$ cat src/rtl/i2c_pkg.sv
// Shared command/state types and phase-threshold helpers for the I2C bit sequencer.
package i2c_pkg;

  localparam int TIMER_WIDTH_DEFAULT = 8;
  localparam int MIN_PHASE_CYCLES    = 2;

  typedef enum logic [1:0] {
    CMD_START = 2'd0,
    CMD_STOP  = 2'd1,
    CMD_WRITE = 2'd2,
    CMD_READ  = 2'd3
  } cmd_e;

  typedef enum logic [3:0] {
    S_IDLE       = 4'd0,
    S_LOW_START  = 4'd1,
    S_LOW_A      = 4'd2,
    S_LOW_B      = 4'd3,
    S_SCL_WAIT   = 4'd4,
    S_HIGH_START = 4'd5,
    S_HIGH_A     = 4'd6,
    S_HIGH_B     = 4'd7
  } seq_state_e;

  // A phase shorter than two cycles leaves no room for the mid-phase event.
  function automatic logic [31:0] clamp_phase(input logic [31:0] t);
    return (t < 32'(MIN_PHASE_CYCLES)) ? 32'(MIN_PHASE_CYCLES) : t;
  endfunction

  function automatic logic [31:0] half_phase(input logic [31:0] t);
    return t >> 1;
  endfunction

endpackage

$ cat src/rtl/i2c_sync2.sv
// Two-flop synchroniser for a raw bus level; resets to the idle (released) level.
module i2c_sync2 #(
  parameter logic RESET_VAL = 1'b1
) (
  input  logic clock_i,
  input  logic reset_i,
  input  logic d_i,
  output logic q_o
);

  logic r_meta;
  logic r_sync;

  always_ff @(posedge clock_i) begin
    if (reset_i) begin
      r_meta <= RESET_VAL;
      r_sync <= RESET_VAL;
    end else begin
      r_meta <= d_i;
      r_sync <= r_meta;
    end
  end

  assign q_o = r_sync;

endmodule

$ cat src/rtl/i2c_bit_sequencer.sv
// Bit-level I2C phase controller driving an external two-interrupt multitimer.
// Optional clock stretching (SCL_WAIT state) is enabled with `define I2C_CLOCK_STRETCH_EN.
module i2c_bit_sequencer
  import i2c_pkg::*;
#(
  parameter int TIMER_WIDTH = TIMER_WIDTH_DEFAULT
) (
  input  logic                       clock_i,
  input  logic                       reset_i,
  input  logic                       cmd_valid_i,
  output logic                       cmd_ready_o,
  input  logic [1:0]                 cmd_i,
  input  logic                       cmd_data_i,
  input  logic [TIMER_WIDTH-1:0]     t_low_i,
  input  logic [TIMER_WIDTH-1:0]     t_high_i,
  output logic                       rsp_valid_o,
  output logic                       rsp_data_o,
  output logic                       rsp_arb_lost_o,
  output logic                       busy_o,
  output logic [2*TIMER_WIDTH-1:0]   timer_set_o,
  output logic                       timer_start_o,
  input  logic [1:0]                 expired_i,
  input  logic                       scl_i,
  input  logic                       sda_i,
  output logic                       scl_oe_o,
  output logic                       sda_oe_o
);

  seq_state_e                 r_state,      w_state_nxt;
  cmd_e                       r_cmd,        w_cmd_nxt;
  logic                       r_bit,        w_bit_nxt;
  logic [TIMER_WIDTH-1:0]     r_t_high,     w_t_high_nxt;
  logic [2*TIMER_WIDTH-1:0]   r_timer_set,  w_timer_set_nxt;
  logic                       r_scl_oe,     w_scl_oe_nxt;
  logic                       r_sda_oe,     w_sda_oe_nxt;
  logic                       r_rsp_valid,  w_rsp_valid_nxt;
  logic                       r_rsp_arb,    w_rsp_arb_nxt;
  logic                       r_rsp_data,   w_rsp_data_nxt;

  logic                       w_arb_lost;
  logic                       w_scl_sync;
  logic                       w_sda_sync;
  logic [TIMER_WIDTH-1:0]     w_t_low_c;
  logic [TIMER_WIDTH-1:0]     w_t_low_half;
  logic [TIMER_WIDTH-1:0]     w_t_high_c;
  logic [TIMER_WIDTH-1:0]     w_t_high_half;

  i2c_sync2 #(.RESET_VAL(1'b1)) u_scl_sync (
    .clock_i (clock_i),
    .reset_i (reset_i),
    .d_i     (scl_i),
    .q_o     (w_scl_sync)
  );

  i2c_sync2 #(.RESET_VAL(1'b1)) u_sda_sync (
    .clock_i (clock_i),
    .reset_i (reset_i),
    .d_i     (sda_i),
    .q_o     (w_sda_sync)
  );

`ifndef I2C_CLOCK_STRETCH_EN
  // Without stretching the synchronised SCL level has no consumer.
  logic w_unused_scl_sync;
  assign w_unused_scl_sync = w_scl_sync;
`endif

  assign w_t_low_c     = TIMER_WIDTH'(clamp_phase(32'(t_low_i)));
  assign w_t_low_half  = TIMER_WIDTH'(half_phase(32'(w_t_low_c)));
  assign w_t_high_c    = TIMER_WIDTH'(clamp_phase(32'(t_high_i)));
  assign w_t_high_half = TIMER_WIDTH'(half_phase(32'(r_t_high)));

  always_comb begin
    // NOTE: every next-value is defaulted first, so no path through the case infers a latch.
    w_state_nxt     = r_state;
    w_cmd_nxt       = r_cmd;
    w_bit_nxt       = r_bit;
    w_t_high_nxt    = r_t_high;
    w_timer_set_nxt = r_timer_set;
    w_scl_oe_nxt    = r_scl_oe;
    w_sda_oe_nxt    = r_sda_oe;
    w_rsp_valid_nxt = 1'b0;
    w_rsp_arb_nxt   = 1'b0;
    w_rsp_data_nxt  = r_rsp_data;
    w_arb_lost      = 1'b0;

    unique case (r_state)
      S_IDLE: begin
        if (cmd_valid_i) begin
          w_cmd_nxt       = cmd_e'(cmd_i);
          w_bit_nxt       = cmd_data_i;
          w_t_high_nxt    = w_t_high_c;
          w_timer_set_nxt = {w_t_low_c, w_t_low_half};
          w_scl_oe_nxt    = 1'b1;
          w_state_nxt     = S_LOW_START;
        end
      end

      // Expired flags still reflect the previous phase during the start cycle.
      S_LOW_START: w_state_nxt = S_LOW_A;

      S_LOW_A: begin
        if (expired_i[0]) begin
          unique case (r_cmd)
            CMD_STOP:  w_sda_oe_nxt = 1'b1;
            CMD_WRITE: w_sda_oe_nxt = ~r_bit;
            default:   w_sda_oe_nxt = 1'b0;
          endcase
          w_state_nxt = S_LOW_B;
        end
      end

      S_LOW_B: begin
        if (expired_i[1]) begin
          w_scl_oe_nxt    = 1'b0;
          w_timer_set_nxt = {r_t_high, w_t_high_half};
`ifdef I2C_CLOCK_STRETCH_EN
          w_state_nxt     = S_SCL_WAIT;
`else
          w_state_nxt     = S_HIGH_START;
`endif
        end
      end

      S_SCL_WAIT: begin
`ifdef I2C_CLOCK_STRETCH_EN
        if (w_scl_sync) w_state_nxt = S_HIGH_START;
`else
        w_state_nxt = S_HIGH_START;
`endif
      end

      S_HIGH_START: w_state_nxt = S_HIGH_A;

      S_HIGH_A: begin
        if (expired_i[0]) begin
          w_rsp_data_nxt = w_sda_sync;
          unique case (r_cmd)
            CMD_START: begin
              if (!w_sda_sync) w_arb_lost = 1'b1;
              else             w_sda_oe_nxt = 1'b1;
            end
            CMD_STOP:  w_sda_oe_nxt = 1'b0;
            CMD_WRITE: w_arb_lost   = r_bit & ~w_sda_sync;
            default:   w_sda_oe_nxt = r_sda_oe;
          endcase
          if (w_arb_lost) begin
            // Give the bus away immediately: both lines released, report and go idle.
            w_scl_oe_nxt    = 1'b0;
            w_sda_oe_nxt    = 1'b0;
            w_rsp_valid_nxt = 1'b1;
            w_rsp_arb_nxt   = 1'b1;
            w_state_nxt     = S_IDLE;
          end else begin
            w_state_nxt     = S_HIGH_B;
          end
        end
      end

      S_HIGH_B: begin
        if (expired_i[1]) begin
          w_scl_oe_nxt    = (r_cmd != CMD_STOP);
          w_rsp_valid_nxt = 1'b1;
          w_state_nxt     = S_IDLE;
        end
      end

      default: w_state_nxt = S_IDLE;
    endcase
  end

  always_ff @(posedge clock_i) begin
    // NOTE: sequential state uses non-blocking assignments so every register samples pre-edge values.
    if (reset_i) begin
      r_state     <= S_IDLE;
      r_cmd       <= CMD_START;
      r_bit       <= 1'b0;
      r_t_high    <= '0;
      r_timer_set <= '1;
      r_scl_oe    <= 1'b0;
      r_sda_oe    <= 1'b0;
      r_rsp_valid <= 1'b0;
      r_rsp_arb   <= 1'b0;
      r_rsp_data  <= 1'b0;
    end else begin
      r_state     <= w_state_nxt;
      r_cmd       <= w_cmd_nxt;
      r_bit       <= w_bit_nxt;
      r_t_high    <= w_t_high_nxt;
      r_timer_set <= w_timer_set_nxt;
      r_scl_oe    <= w_scl_oe_nxt;
      r_sda_oe    <= w_sda_oe_nxt;
      r_rsp_valid <= w_rsp_valid_nxt;
      r_rsp_arb   <= w_rsp_arb_nxt;
      r_rsp_data  <= w_rsp_data_nxt;
    end
  end

  assign cmd_ready_o    = (r_state == S_IDLE);
  assign busy_o         = (r_state != S_IDLE);
  assign timer_start_o  = (r_state == S_LOW_START) || (r_state == S_HIGH_START);
  assign timer_set_o    = r_timer_set;
  assign scl_oe_o       = r_scl_oe;
  assign sda_oe_o       = r_sda_oe;
  assign rsp_valid_o    = r_rsp_valid;
  assign rsp_arb_lost_o = r_rsp_arb;
  assign rsp_data_o     = r_rsp_data;

endmodule
$ cat config.mk
export PLATFORM = sky130hd
export DESIGN_NAME = i2c_bit_sequencer
export DESIGN_NICKNAME = d
export VERILOG_FILES = /design/src/rtl/i2c_pkg.sv /design/src/rtl/i2c_sync2.sv /design/src/rtl/i2c_bit_sequencer.sv
export SDC_FILE = /design/constraint.sdc
export NUM_CORES = 1
export LEC_CHECK = 0
export ABC_AREA = 1
export BUFFER_PORTS_ARGS = -buffer_cell sky130_fd_sc_hd__buf_2
export CAP_MARGIN = 20
export CELL_PAD_IN_SITES_DETAIL_PLACEMENT = 0
export CELL_PAD_IN_SITES_GLOBAL_PLACEMENT = 1
export CORE_UTILIZATION = 34
export CTS_CLUSTER_SIZE = 25
export DETAILED_ROUTE_END_ITERATION = 8
export PLACE_DENSITY = 0.85
export SLEW_MARGIN = 30
export SYNTH_ARGS = -nofsm -noshare
export SYNTH_HDL_FRONTEND = slang
export SYNTH_SLANG_ARGS = --single-unit
$ cat constraint.sdc
create_clock -name clock_i -period 1.5 [get_ports clock_i]
set_input_delay 0.15 -clock clock_i [delete_from_list [all_inputs] [get_ports clock_i]]
set_output_delay 0.15 -clock clock_i [all_outputs]
set_load 0.01 [all_outputs]
Yosys cells after proc, flatten, opt, wreduce, memory -nomap -nowiden
Index checks and enable logic that the tools add are counted.
{"block": "word_totals", "reg_bits": 38, "output_inout_bits": 24, "elab_cells": 83}
{"block": "op_classes", "n_lt_le_gt_ge": 2, "eq_ne": 18, "mux": 33, "n_bitwise": 4, "n_reduce_logical": 14}
{"op": "2-to-1 mux 16 bit", "count": 2}
{"op": "case mux 16 bit (2 select lines)", "count": 1}
{"op": "case mux 4 bit (8 select lines)", "count": 1}
{"op": "2-to-1 mux 4 bit", "count": 5}
{"op": "== test 4 x 3 -> 1 bit, second input constant", "count": 4}
{"op": "less-than comparator 8 x 2 -> 1 bit, second input constant", "count": 2}
{"op": "2-to-1 mux 8 bit", "count": 2}
{"op": "2-to-1 mux 1 bit", "count": 15}
{"op": "!= test 2 bit, second input constant", "count": 6}
{"op": "case mux 1 bit (2 select lines)", "count": 5}
{"op": "AND reduction 5 bit", "count": 2}
{"op": "== test 4 x 2 -> 1 bit, second input constant", "count": 2}
{"op": "nonzero test 4 bit", "count": 2}
{"op": "AND reduction 6 bit", "count": 1}
{"op": "== test 4 x 1 -> 1 bit, second input constant", "count": 1}
{"op": "logical NOT 4 bit", "count": 1}
{"op": "!= test 4 x 2 -> 1 bit, second input constant", "count": 1}
{"op": "!= test 4 x 3 -> 1 bit, second input constant", "count": 1}
{"op": "case mux 1 bit (4 select lines)", "count": 1}
{"op": "AND reduction 2 bit", "count": 2}
{"op": "nonzero test 2 bit", "count": 2}
{"op": "2-to-1 mux 3 bit", "count": 1}
{"op": "inverter 1 bit", "count": 3}
{"op": "AND reduction 3 bit", "count": 1}
{"op": "7 further kinds", "count": 7}

Logic depth before layout (Yosys ltp)
{"block": "depth", "ltp_word": 8, "ltp_mapped": 11, "ltp_nobuf": 11}

Hierarchy
Synthesis repeated with hierarchy kept, for this count alone.
{"block": "unflattened", "hier_cells": 217, "hier_area_um2": 1505.2}
{"module": "i2c_bit_sequencer", "n_inst": 1, "cells_each": 210, "area_per_inst_um2": 1446.4}
{"module": "i2c_sync2", "n_inst": 1, "cells_each": 7, "area_per_inst_um2": 58.8}

Least setup slack after synthesis
Ideal clock, no wire load.
{"block": "synth_timing", "path_kind": "flip-flop to flip-flop", "startpoint": "register r_cmd[0]", "endpoint": "register r_scl_oe, in the netlist scl_oe_o", "arrival_time_ps": 1112, "required_time_ps": 1385, "path_slack_ps": 273, "path_stages_with_launch": 11, "synth_period_minus_slack_ps": 1227, "cell_sequence": "dfxtp_1 inv_1 ha_1 nand2_1 nand2_1 nand2_1 nand2_1 nand2_1 inv_1 a21oi_1 nor2_1"}
{"block": "synth_between", "elab_chain_cells": 6, "word_cells_on_any_way": 10, "cone_classes": "eq/ne: 3; mux: 5; reduce/logical: 2"}
{"item": "start: declaration", "line": "i2c_bit_sequencer.sv:30", "rtl": "cmd_e r_cmd, w_cmd_nxt;"}
{"item": "start signal: assignment", "line": "i2c_bit_sequencer.sv:187", "rtl": "r_cmd <= w_cmd_nxt;"}
{"item": "== test 2 bit or logical NOT 2 bit (tied branches)", "line": "i2c_bit_sequencer.sv:138", "rtl": "unique case (r_cmd)"}
{"item": "case mux 1 bit (2 select lines)", "line": "i2c_bit_sequencer.sv:138"}
{"item": "2-to-1 mux 1 bit", "line": "i2c_bit_sequencer.sv:136", "rtl": "if (expired_i[0]) begin"}
{"item": "2-to-1 mux 1 bit", "line": "i2c_bit_sequencer.sv:87", "rtl": "unique case (r_state)"}
{"item": "!= test 2 bit (no source line)"}
{"item": "AND reduction 6 bit (no source line)"}
{"item": "end signal: assignment", "line": "i2c_bit_sequencer.sv:191", "rtl": "r_scl_oe <= w_scl_oe_nxt;"}
{"item": "end: declaration", "line": "i2c_bit_sequencer.sv:34", "rtl": "logic r_scl_oe, w_scl_oe_nxt;"}
Parallel ways exist; a longest one is shown, timed or not. The select of a mux whose other input is x is not followed.
A chain may end at the register's enable or synchronous reset.

Final worst setup path
Ends and elaborated chain as after synthesis.

==> results.ini <==
[placed_design]
place_congestion = 0.849
pre_cts_ws_ns = 0.124
place_inst = 305
portBuffers = 48
hpwl_um = 2520

[cts]
cts.sinks = 30
htreeDepth = 2
cts_tree = built
cts_buffers = 5
clkSlewWorstSetupHoldPaths_ns = 0.06
cts_root_buf = clkbuf_8
cts_buffer_depth = 2
worstSkewPairLatency_ns = 0.27

[timing]
worst_slack_ns = 0.152
skew_ns = 0.00176
period_needed_ns = 1.35
slew_viol_final = 0
period_share_pct = 89.8
tns_ns = 0
tightestPinTransition_ns = 0.275
fmax_mhz = 742
setup_viol = 0
rsz0062_at_grt = no
timing.final.hold_violations = 0
timing.slew.headroom_pct = 81.7

[hold_path]
hold_path_startpoint = sda_i
min_path_type = primary input to flop
min_path_cells = 2
holdPathEnd = u_sda_sync.r_meta

[pwr]
p_int_mw = 1.77
finalPower_mw = 2.82
seqPwrFrac_pct = 39.3
clkPwrFrac_pct = 23.3
power.switching_mw = 1.05
vdd_ir_drop_max_uv = 400
power_density_nw_per_um2 = 1520
power_frac_comb_pct = 37.5
p_sw_share_pct = 37.3
p_leak_nw = 0.915

[critical_path]
critPathLaunchType = flop
crit_fanout = 4
path_class = flop to flop
r2r_cells = 10
crit_required_ns = 1.67
r2r-start = r_cmd[0]
worstSetupEndpointType = flop
reg2reg_setup_slack_ns = 0.15
cp.arrival_ns = 1.52
r2r-end = scl_oe_o

[drt]
antenna_left = 0
route.vias.total = 1440
drc = 0
viasPerCell = 4.60
drt_iter0_markers = 70
wirelength_um = 3240
routedWlPerCell_um = 10.4
dr.pass1.iters = 4

[die]
num_rows = 23
start_util_pct = 36.5
dieHeight_um = 68.4
die_area_um2 = 4680
ios = 50
core_area_um2 = 4120
die_w_um = 68.4

[layout]
diodes = 0
nFillCells = 432
drive_above_1_share_pct = 30.0
instances_no_fill = 313
syn2layout_area_growth_pct = 23.9
layout.nets = 291

[global_route]
grt_max_degree = 19
grt_pass1_wl_um = 5160
grtUsageTotal_pct = 15.1
overflow = 0
first_global_vias = 1174
antenna_found_initial = 0

[yosys]
synth_edf_count = 0
syn_inst = 214
synth-seq-cells = 30
yosysSeqAreaShare_pct = 40.0
syn_area_per_cell_um2 = 7.01
yosysWarnings = 0
synth_area_um2 = 1500
async_flop_share_pct = 0
ys.flop_type = dfxtp_1
synth.top_cell.area_share_pct = 40.0
synthTopCellsByArea = dfxtp_1, nand2_1, a21oi_1
synth_top_cells_by_count = nand2_1, dfxtp_1, inv_1
syn-num-nets = 243
synth_most_common_cell = nand2_1
yosysTopAreaCell = dfxtp_1
synth.distinct_cells = 24

[status]
status = complete, no violations

[flow_run]
cap_violations = 0

-- critical path, cell delays in order (launching register included) --
cell     delay (ns)
dfxtp_1        0.35
inv_1          0.09
ha_1           0.22
nand2_1        0.07
nand2_1        0.06
nand2_1        0.09
nand2_2        0.08
nand2_1        0.07
inv_1          0.04
a21oi_1        0.12
nor2_1         0.06
-- layer usage --
| metal | vias to the layer above | wire length, um | GRT usage (%) |
|---|---|---|---|
| met1 | 622 | 1630 | 20.2 |
| met4 | 0 | 46 | 6.25 |
| met5 | - | 0 | 0 |
| met3 | 4 | 188 | 4.33 |
| li1 | 771 | - | - |
| met2 | 43 | 1380 | 22.2 |
-- timing repair --
action / in CTS / in global routing
buffers inserted: 0 / 0
setup endpoints to repair: 0 / 2
hold buffers: 0 / 0
gates resized for setup: 0 / 3
-- registers in the layout, summed over array words and instances (netlist names) --
name and count:
sda_oe_o 1, r_bit 1, rsp_valid_o 1, r_t_high 8, rsp_arb_lost_o 1, rsp_data_o 1, u_sda_sync.q_o 1, r_state 3
scl_oe_o 1, r_cmd 2, timer_set_o 9, u_sda_sync.r_meta 1
-- placed cells by master (no fill, tap or decap), types with 2 or more instances in the layout --
| cell | netlist | final |
|---|---|---|
| o21ai_0 | 12 | 12 |
| nor3_1 | 2 | 2 |
| inv_1 | 25 | 25 |
| nand2_1 | 51 | 50 |
| o211ai_1 | 7 | 7 |
| clkbuf_8 | 0 | 6 |
| nor2_4 | 2 | 2 |
| nand2_2 | 5 | 6 |
| nand4_1 | 2 | 2 |
| or2_2 | 2 | 2 |
| dfxtp_1 | 30 | 28 |
| nor2_1 | 17 | 17 |
| dfxtp_2 | 0 | 2 |
| inv_2 | 3 | 3 |
| ha_1 | 3 | 3 |
| a21oi_1 | 19 | 19 |
| buf_4 | 10 | 6 |
| nand3_1 | 12 | 12 |
| buf_2 | 0 | 48 |
| o21ai_1 | 4 | 4 |
-- power by group through the flow --
stage	Combinational, mW	Sequential, mW	Clock [mW]
finish	1.06	1.11	0.656
global route	1.22	1.13	0.722
CTS	1.06	1.11	0.676
floorplan	0.759	1.14	0
detailed placement	1.06	1.12	0
global placement	1.06	1.12	0
-- cells by family (layout without fill, tap and decap cells) --
kind of cell	after synthesis	in the layout	synth area share [%]
compound gates	43	43	15.7
fa+ha+maj	3	3	2.50
buf+inv	42	91	13.2
flops	30	30	40.0
simple gates	96	96	28.6
-- worst max-delay path by stage --
stage / to / from
after floorplan: scl_oe_o / r_cmd[0]
after global placement: r_t_high[1] / r_state[0]
after detailed placement: r_t_high[1] / r_state[0]
final: scl_oe_o / r_cmd[0]
after global routing: scl_oe_o / r_cmd[0]
after CTS: timer_start_o / r_state[0]
-- cell type report --
type	count	area (um^2)	share of cell area, %
flip-flops and latches	30	603	32.5
clock inverters	1	5.00	0.269
clock buffers	7	86.3	4.65
inverters	29	111	5.99
multi-input cells	142	704	37.9
well taps	50	62.6	3.37
repair buffers	54	285	15.4
-- through the flow --
step / utilization, % / hold WS [ns] / cell area (um^2)
2_1_floorplan: - / 0.254 / 1500
3_3_place_gp: 42.8 / 0.336 / 1760
3_5_place_dp: 42.8 / 0.340 / 1760
4_1_cts: 45.0 / 0.0522 / 1850
5_1_grt: 45.2 / 0.0486 / 1860
6_report: 45.2 / 0.0575 / 1860
Note: power is estimated with default switching activity, not from simulation.
